<file path="config.mk">
export PLATFORM = sky130hd
export DESIGN_NAME = dram_responder
export DESIGN_NICKNAME = d
export VERILOG_FILES = /design/src/rtl/dram_responder_pkg.sv /design/src/rtl/dram_responder_lane.sv /design/src/rtl/dram_responder.sv
export SDC_FILE = /design/constraint.sdc
export NUM_CORES = 1
export LEC_CHECK = 0
export ABC_AREA = 1
export CAP_MARGIN = 20
export CORE_ASPECT_RATIO = 0.8
export CORE_UTILIZATION = 51
export DETAILED_ROUTE_END_ITERATION = 8
export GPL_TIMING_DRIVEN = 1
export PLACE_DENSITY = 0.86
export SLEW_MARGIN = 20
export SYNTH_ARGS = -nofsm -noshare
export SYNTH_HDL_FRONTEND = slang
export SYNTH_HIERARCHICAL = 1
export SYNTH_SLANG_ARGS = --single-unit
</file>
<file path="constraint.sdc">
create_clock -name CLK -period 10.2 [get_ports CLK]
set_clock_uncertainty 0.15 [all_clocks]
set_input_delay 1.53 -clock CLK [delete_from_list [all_inputs] [get_ports CLK]]
set_output_delay 1.53 -clock CLK [all_outputs]
set_load 0.01 [all_outputs]
</file>
<file path="src/rtl/dram_responder_pkg.sv">
// Shared definitions for the data-memory responder: funct3 codes, FSM states
// and the load lane-extract helper.
package dram_responder_pkg;

  typedef enum logic [1:0] {
    S_IDLE  = 2'd0,
    S_ISSUE = 2'd1,
    S_WAIT  = 2'd2,
    S_DONE  = 2'd3
  } state_e;

  localparam logic [2:0] F3_B  = 3'b000;
  localparam logic [2:0] F3_H  = 3'b001;
  localparam logic [2:0] F3_W  = 3'b010;
  localparam logic [2:0] F3_BU = 3'b100;
  localparam logic [2:0] F3_HU = 3'b101;

  // Legal size code and natural alignment for that size.
  function automatic logic req_legal(input logic [2:0] ctrl, input logic [1:0] off);
    case (ctrl)
      F3_B, F3_BU: req_legal = 1'b1;
      F3_H, F3_HU: req_legal = ~off[0];
      F3_W:        req_legal = (off == 2'b00);
      default:     req_legal = 1'b0;
    endcase
  endfunction

  function automatic logic [31:0] lane_extract(input logic [31:0] word,
                                               input logic [1:0]  off,
                                               input logic [2:0]  ctrl);
    logic [7:0]  b;
    logic [15:0] h;
    b = word[{off, 3'b000} +: 8];
    h = off[1] ? word[31:16] : word[15:0];
    case (ctrl)
      F3_B:    lane_extract = {{24{b[7]}}, b};
      F3_BU:   lane_extract = {24'd0, b};
      F3_H:    lane_extract = {{16{h[15]}}, h};
      F3_HU:   lane_extract = {16'd0, h};
      default: lane_extract = word;
    endcase
  endfunction

endpackage

</file>
<file path="src/rtl/dram_responder_lane.sv">
// Combinational byte-lane logic: load extract/extend and store replicate/mask.
module dram_responder_lane
  import dram_responder_pkg::*;
(
  input  logic [1:0]  off,
  input  logic [2:0]  ctrl,
  input  logic [31:0] wdata,
  input  logic [31:0] rdata,
  output logic [31:0] load_data,
  output logic [31:0] store_data,
  output logic [3:0]  wmask
);

  always_comb begin
    load_data = lane_extract(rdata, off, ctrl);
    case (ctrl[1:0])
      2'b00: begin
        store_data = {4{wdata[7:0]}};
        wmask      = 4'b0001 << off;
      end
      2'b01: begin
        store_data = {2{wdata[15:0]}};
        wmask      = 4'b0011 << {off[1], 1'b0};
      end
      default: begin
        store_data = wdata;
        wmask      = 4'b1111;
      end
    endcase
  end

endmodule

</file>
<file path="src/rtl/dram_responder.sv">
// CPU-side load/store responder in front of a word-addressed backing memory,
// with alignment checking, timeout abort and a sticky per-request error flag.
module dram_responder
  import dram_responder_pkg::*;
#(
  parameter int TIMEOUT_CYC = 1024,
  parameter int MEM_AW      = 30
) (
  input  logic              CLK,
  input  logic              RST,
  input  logic [31:0]       w_dram_addr,
  input  logic [31:0]       w_dram_wdata,
  input  logic [2:0]        w_dram_ctrl,
  input  logic              w_dram_le,
  input  logic              w_dram_we_t,
  output logic              w_dram_busy,
  output logic [31:0]       w_dram_odata,
  output logic              w_dram_err,
  output logic              mem_req,
  output logic              mem_we,
  output logic [MEM_AW-1:0] mem_addr,
  output logic [31:0]       mem_wdata,
  output logic [3:0]        mem_wmask,
  input  logic              mem_ack,
  input  logic [31:0]       mem_rdata,
  output logic [1:0]        dbg_state
);

  localparam logic [15:0] CNT_LAST = 16'(TIMEOUT_CYC - 1);

  state_e      state_q, state_d;
  logic        busy_q, busy_d;
  logic        err_q, err_d;
  logic        pend_q, pend_d;
  logic        req_q, req_d;
  logic        we_q, we_d;
  logic [31:0] addr_q, addr_d;
  logic [31:0] wdata_q, wdata_d;
  logic [2:0]  ctrl_q, ctrl_d;
  logic [31:0] odata_q, odata_d;
  logic [15:0] cnt_q, cnt_d;

  logic        strobe;
  logic [31:0] lane_load, lane_store;
  logic [3:0]  lane_mask;

  assign strobe = w_dram_le | w_dram_we_t;

  dram_responder_lane u_lane (
    .off        (addr_q[1:0]),
    .ctrl       (ctrl_q),
    .wdata      (wdata_q),
    .rdata      (mem_rdata),
    .load_data  (lane_load),
    .store_data (lane_store),
    .wmask      (lane_mask)
  );

  // Memory handshake: mem_req is held with all fields stable until the cycle
  // mem_ack is sampled high; any mem_ack seen outside ISSUE/WAIT is discarded.
  always_comb begin
    state_d = state_q;
    busy_d  = busy_q;
    err_d   = err_q;
    pend_d  = pend_q;
    req_d   = req_q;
    we_d    = we_q;
    addr_d  = addr_q;
    wdata_d = wdata_q;
    ctrl_d  = ctrl_q;
    odata_d = odata_q;
    cnt_d   = cnt_q;
    case (state_q)
      S_IDLE: begin
        if (strobe) begin
          addr_d  = w_dram_addr;
          wdata_d = w_dram_wdata;
          ctrl_d  = w_dram_ctrl;
          req_d   = req_legal(w_dram_ctrl, w_dram_addr[1:0]);
          we_d    = w_dram_we_t & req_legal(w_dram_ctrl, w_dram_addr[1:0]);
          busy_d  = 1'b1;
          err_d   = 1'b0;
          pend_d  = w_dram_le & w_dram_we_t;
          state_d = S_ISSUE;
        end
      end
      S_ISSUE: begin
        cnt_d = '0;
        if (!req_q) begin
          pend_d  = 1'b1;
          state_d = S_DONE;
        end else if (mem_ack) begin
          req_d   = 1'b0;
          if (!we_q) odata_d = lane_load;
          state_d = S_DONE;
        end else begin
          state_d = S_WAIT;
        end
      end
      S_WAIT: begin
        if (mem_ack) begin
          req_d   = 1'b0;
          if (!we_q) odata_d = lane_load;
          state_d = S_DONE;
        end else if (cnt_q == CNT_LAST) begin
          req_d   = 1'b0;
          pend_d  = 1'b1;
          state_d = S_DONE;
        end else begin
          cnt_d = cnt_q + 16'd1;
        end
      end
      S_DONE: begin
        busy_d  = 1'b0;
        err_d   = pend_q | strobe;
        pend_d  = 1'b0;
        state_d = S_IDLE;
      end
      default: state_d = S_IDLE;
    endcase
    // A strobe while busy is dropped but remembered as an error.
    if (busy_q && strobe && state_q != S_DONE) pend_d = 1'b1;
  end

  always_ff @(posedge CLK or posedge RST) begin
    if (RST) begin
      state_q <= S_IDLE;
      busy_q  <= 1'b0;
      err_q   <= 1'b0;
      pend_q  <= 1'b0;
      req_q   <= 1'b0;
      we_q    <= 1'b0;
      addr_q  <= '0;
      wdata_q <= '0;
      ctrl_q  <= '0;
      odata_q <= '0;
      cnt_q   <= '0;
    end else begin
      state_q <= state_d;
      busy_q  <= busy_d;
      err_q   <= err_d;
      pend_q  <= pend_d;
      req_q   <= req_d;
      we_q    <= we_d;
      addr_q  <= addr_d;
      wdata_q <= wdata_d;
      ctrl_q  <= ctrl_d;
      odata_q <= odata_d;
      cnt_q   <= cnt_d;
    end
  end

  assign w_dram_busy  = busy_q;
  assign w_dram_odata = odata_q;
  assign w_dram_err   = err_q;
  assign mem_req      = req_q;
  assign mem_we       = we_q;
  assign mem_addr     = addr_q[MEM_AW+1:2];
  assign mem_wdata    = lane_store;
  assign mem_wmask    = we_q ? lane_mask : 4'b0000;
  assign dbg_state    = state_q;

endmodule

</file>
==> metrics <==
RSZ-0062 raised after global routing false; maximum number of pins on one net before global-route repair 86; area leader, netlist sky130_fd_sc_hd__dfrtp_1; Worst Hold Class flip-flop to flip-flop; final-report setup violation count 0; HPWL after DPL 12700 µm; MaxCap Viol Count 0; Max H-tree Level 4; Max stage delay on crit path around 940 ps; post-route standard cell area excluding fillers 9240 µm²; core area about 13000 µm²; first-pass GRT wire length 29800 µm; buffers added on ports 207; commonest register cell after synthesis sky130_fd_sc_hd__dfrtp_1; count of pins over their slew limit 0; launch instance of the worst register-to-register path dbg_state[0]; Register-to-Register Setup Slack 6870 ps; slowest stage cell on the critical path sky130_fd_sc_hd__dfrtp_2; area taken by flip-flops and latches between 3000 and 4000 µm²; power per cell area 318 nW/µm²; warning count from the yosys run 6; clock sink total 122; endpoints failing hold 0; critical-path cell list inv_2 -> nand2_2 -> inv_2 -> o21ai_0 -> clkdlybuf4s50_1; antenna violations before repair 0; worst endpoint required time between 8000 and 9000 ps; Hold Path Cell Cnt 2; met1 usage in global routing 0.363; Max-Slew Margin vs Limit 0.364; filler cell count around 1000; area of the multi-input gates between 2000 and 3000 µm²; DIE AREA between 10000 and 15000 µm²; number of enable flip-flop cells after synthesis 0; clock network latency to the later pin of the worst-skew pair between 400 and 500 ps; number of DRC markers after the initial detailed-route iteration 426; register bit count reported by yosys ~120; most frequent CP cell sky130_fd_sc_hd__inv_2; most used standard cells in the synthesized netlist sky130_fd_sc_hd__nand2_1, sky130_fd_sc_hd__dfrtp_1, sky130_fd_sc_hd__inv_1; number of top-level pins 208; average wire per standard cell between 10 and 15 µm; overflow left after global routing 0; number of distinct library cells after synthesis 35; VDD IR-drop max 0.000223 V; synthesized netlist net count 1030; number of vias per cell 5.08; die extent in y 105 µm; Global Route met2 Usage 0.443; Clock Tree Buf Depth 2; Via Count 6403; TritonCTS clock tree yes; total negative slack 0 ps; total inserted antenna cells 0; final worst slack 5600 ps; highest achievable clock rate 217 MHz; Global Route met3 Usage 0.0799; Most Crowded Layer GR met2; Area Growth Syn to Fin 36.1%; Mean Syn Cell Area roughly 7.4 µm²; Worst Hold Margin ~320 ps; DRC violation count after routing 0; critical path fanouts, max 45; gate count of the mapped netlist around 920; number of optimization iterations in the first detailed-route pass 5; final RePlAce weighted congestion ~0.86; Site Rows 37; Clk pin slew, worst setup/hold paths 60 ps; fin util 0.715; all-layer global routing usage 0.281; number of routed nets with antenna violations 0; length in cells of the worst reg-to-reg path 7; cells taking the most area after synthesis sky130_fd_sc_hd__dfrtp_1, sky130_fd_sc_hd__nand2_1, sky130_fd_sc_hd__inv_1, sky130_fd_sc_hd__nand3_1, sky130_fd_sc_hd__buf_4; Inserted Clock Buffers 17; Critical Setup Path Class flip-flop to output pin; layout cells sized above 1 0.0793; slew at the pin closest to its max-slew limit 953 ps; Hold Crit Endpoint wdata_q[18]; post-layout min period 4600 ps; most common cell in the netlist sky130_fd_sc_hd__nand2_1; category of the worst setup path capture point output pin; critical register-to-register path endpoint addr_q[0]; CP Launch Point ctrl_q[1]; area post-placement about 8600 µm²; portion of the clock cycle consumed by the worst path in the final layout 0.451; count of cells resized by post-cts repair 0; CTS root buf sky130_fd_sc_hd__clkbuf_16; portion of synthesized cell area occupied by the leading cell type 0.450; Net count, final about 1200; asr flop ratio synth 1.00; vias in the first global route roughly 6200; sequential fraction of the synthesis area 0.450; cell count after placement 1228; initial cell density of the core 0.526; critical path arrival 2920 ps; status finished, final reports clean; cell area after technology mapping 6790 µm²; fin cells 1260; number of buffers inserted by hold repair at cts 0; source of the worst hold timing path wdata_q[18]; Static Leakage 4.56 nW; Setup Fix Bufs, Post-CTS 0; Total Power Consumption between 2 and 3 mW; worst slack, placed 6030 ps; total wire length 18300 µm; Setup crit start kind flip-flop; die boundary width roughly 130 µm
-- state kept, by name, indices dropped and copies added, names as in the netlist --
register,cells
wdata_q,32
w_dram_err,1
w_dram_odata,32
dbg_state,2
mem_req,1
ctrl_q,3
mem_we,1
addr_q,32
pend_q,1
w_dram_busy,1
cnt_q,16
-- worst max-delay path by stage --
stage	to	slack, ps	depth (start not counted)
4_1_cts	mem_wdata[14]	5570	5
6_report	mem_wdata[14]	5600	5
2_1_floorplan	addr_q[0]	5280	1
3_3_place_gp	mem_wdata[14]	6060	5
5_1_grt	mem_wdata[8]	5440	5
3_5_place_dp	mem_wdata[14]	6030	5
-- layer usage --
metal  share of wire  wire, µm  vias up
li1                -         -     3128
met1            0.42      7790     2991
met2            0.47      8620      257
met3           0.086      1580       27
met4           0.020       362        0
met5               0         0        -
-- worst max-delay path, delay by kind of cell, from the launching register on --
| kind | cells | cell delay [ps] |
|---|---|---|
| AND/OR/NAND/NOR | 1 | 190 |
| flip-flops | 1 | 940 |
| AO/OA/AOI/OAI | 1 | 340 |
| buffers and inverters | 3 | 1030 |
-- report_power, final --
part	switching, mW	total, mW	internal [mW]
Clock	0.236	0.624	0.388
Sequential	0.175	0.863	0.688
Combinational	0.797	1.45	0.657
Total	1.21	2.94	1.73
-- area by class of cell --
cell class                 instances  share of cell area
multi-input combinational        626               0.313
inverter                          95              0.0393
timing repair buffer             210               0.227
clock buffer                      17              0.0461
tap                              175              0.0237
sequential                       122               0.331
clock inverter                    15              0.0202
-- kinds of logic after synthesis --
| logic type | after synthesis | share of synthesized area |
|---|---|---|
| flip-flops | 122 | 0.450 |
| AND/OR/NAND/NOR | 532 | 0.338 |
| AO/OA/AOI/OAI | 85 | 0.0697 |
| buffers and inverters | 171 | 0.127 |
| adder cells (fa/ha/maj) | 7 | 0.0129 |
| XOR/XNOR | 2 | 0.00258 |
-- placed cells by master (no fill, tap or decap), types with 4 or more instances in the layout --
cell type	n
sky130_fd_sc_hd__o211ai_1	9
sky130_fd_sc_hd__ha_1	7
sky130_fd_sc_hd__nand2_1	388
sky130_fd_sc_hd__dfrtp_1	121
sky130_fd_sc_hd__nand3_1	66
sky130_fd_sc_hd__o21ai_1	11
sky130_fd_sc_hd__clkbuf_16	17
sky130_fd_sc_hd__nor2_1	30
sky130_fd_sc_hd__o21ai_0	56
sky130_fd_sc_hd__nand4_1	7
sky130_fd_sc_hd__inv_1	89
sky130_fd_sc_hd__nor2_4	5
sky130_fd_sc_hd__nand3_2	12
sky130_fd_sc_hd__clkdlybuf4s50_1	207
sky130_fd_sc_hd__inv_6	5
sky130_fd_sc_hd__clkinv_4	4
sky130_fd_sc_hd__or2_2	16
Note: power is estimated with default switching activity, not from simulation.
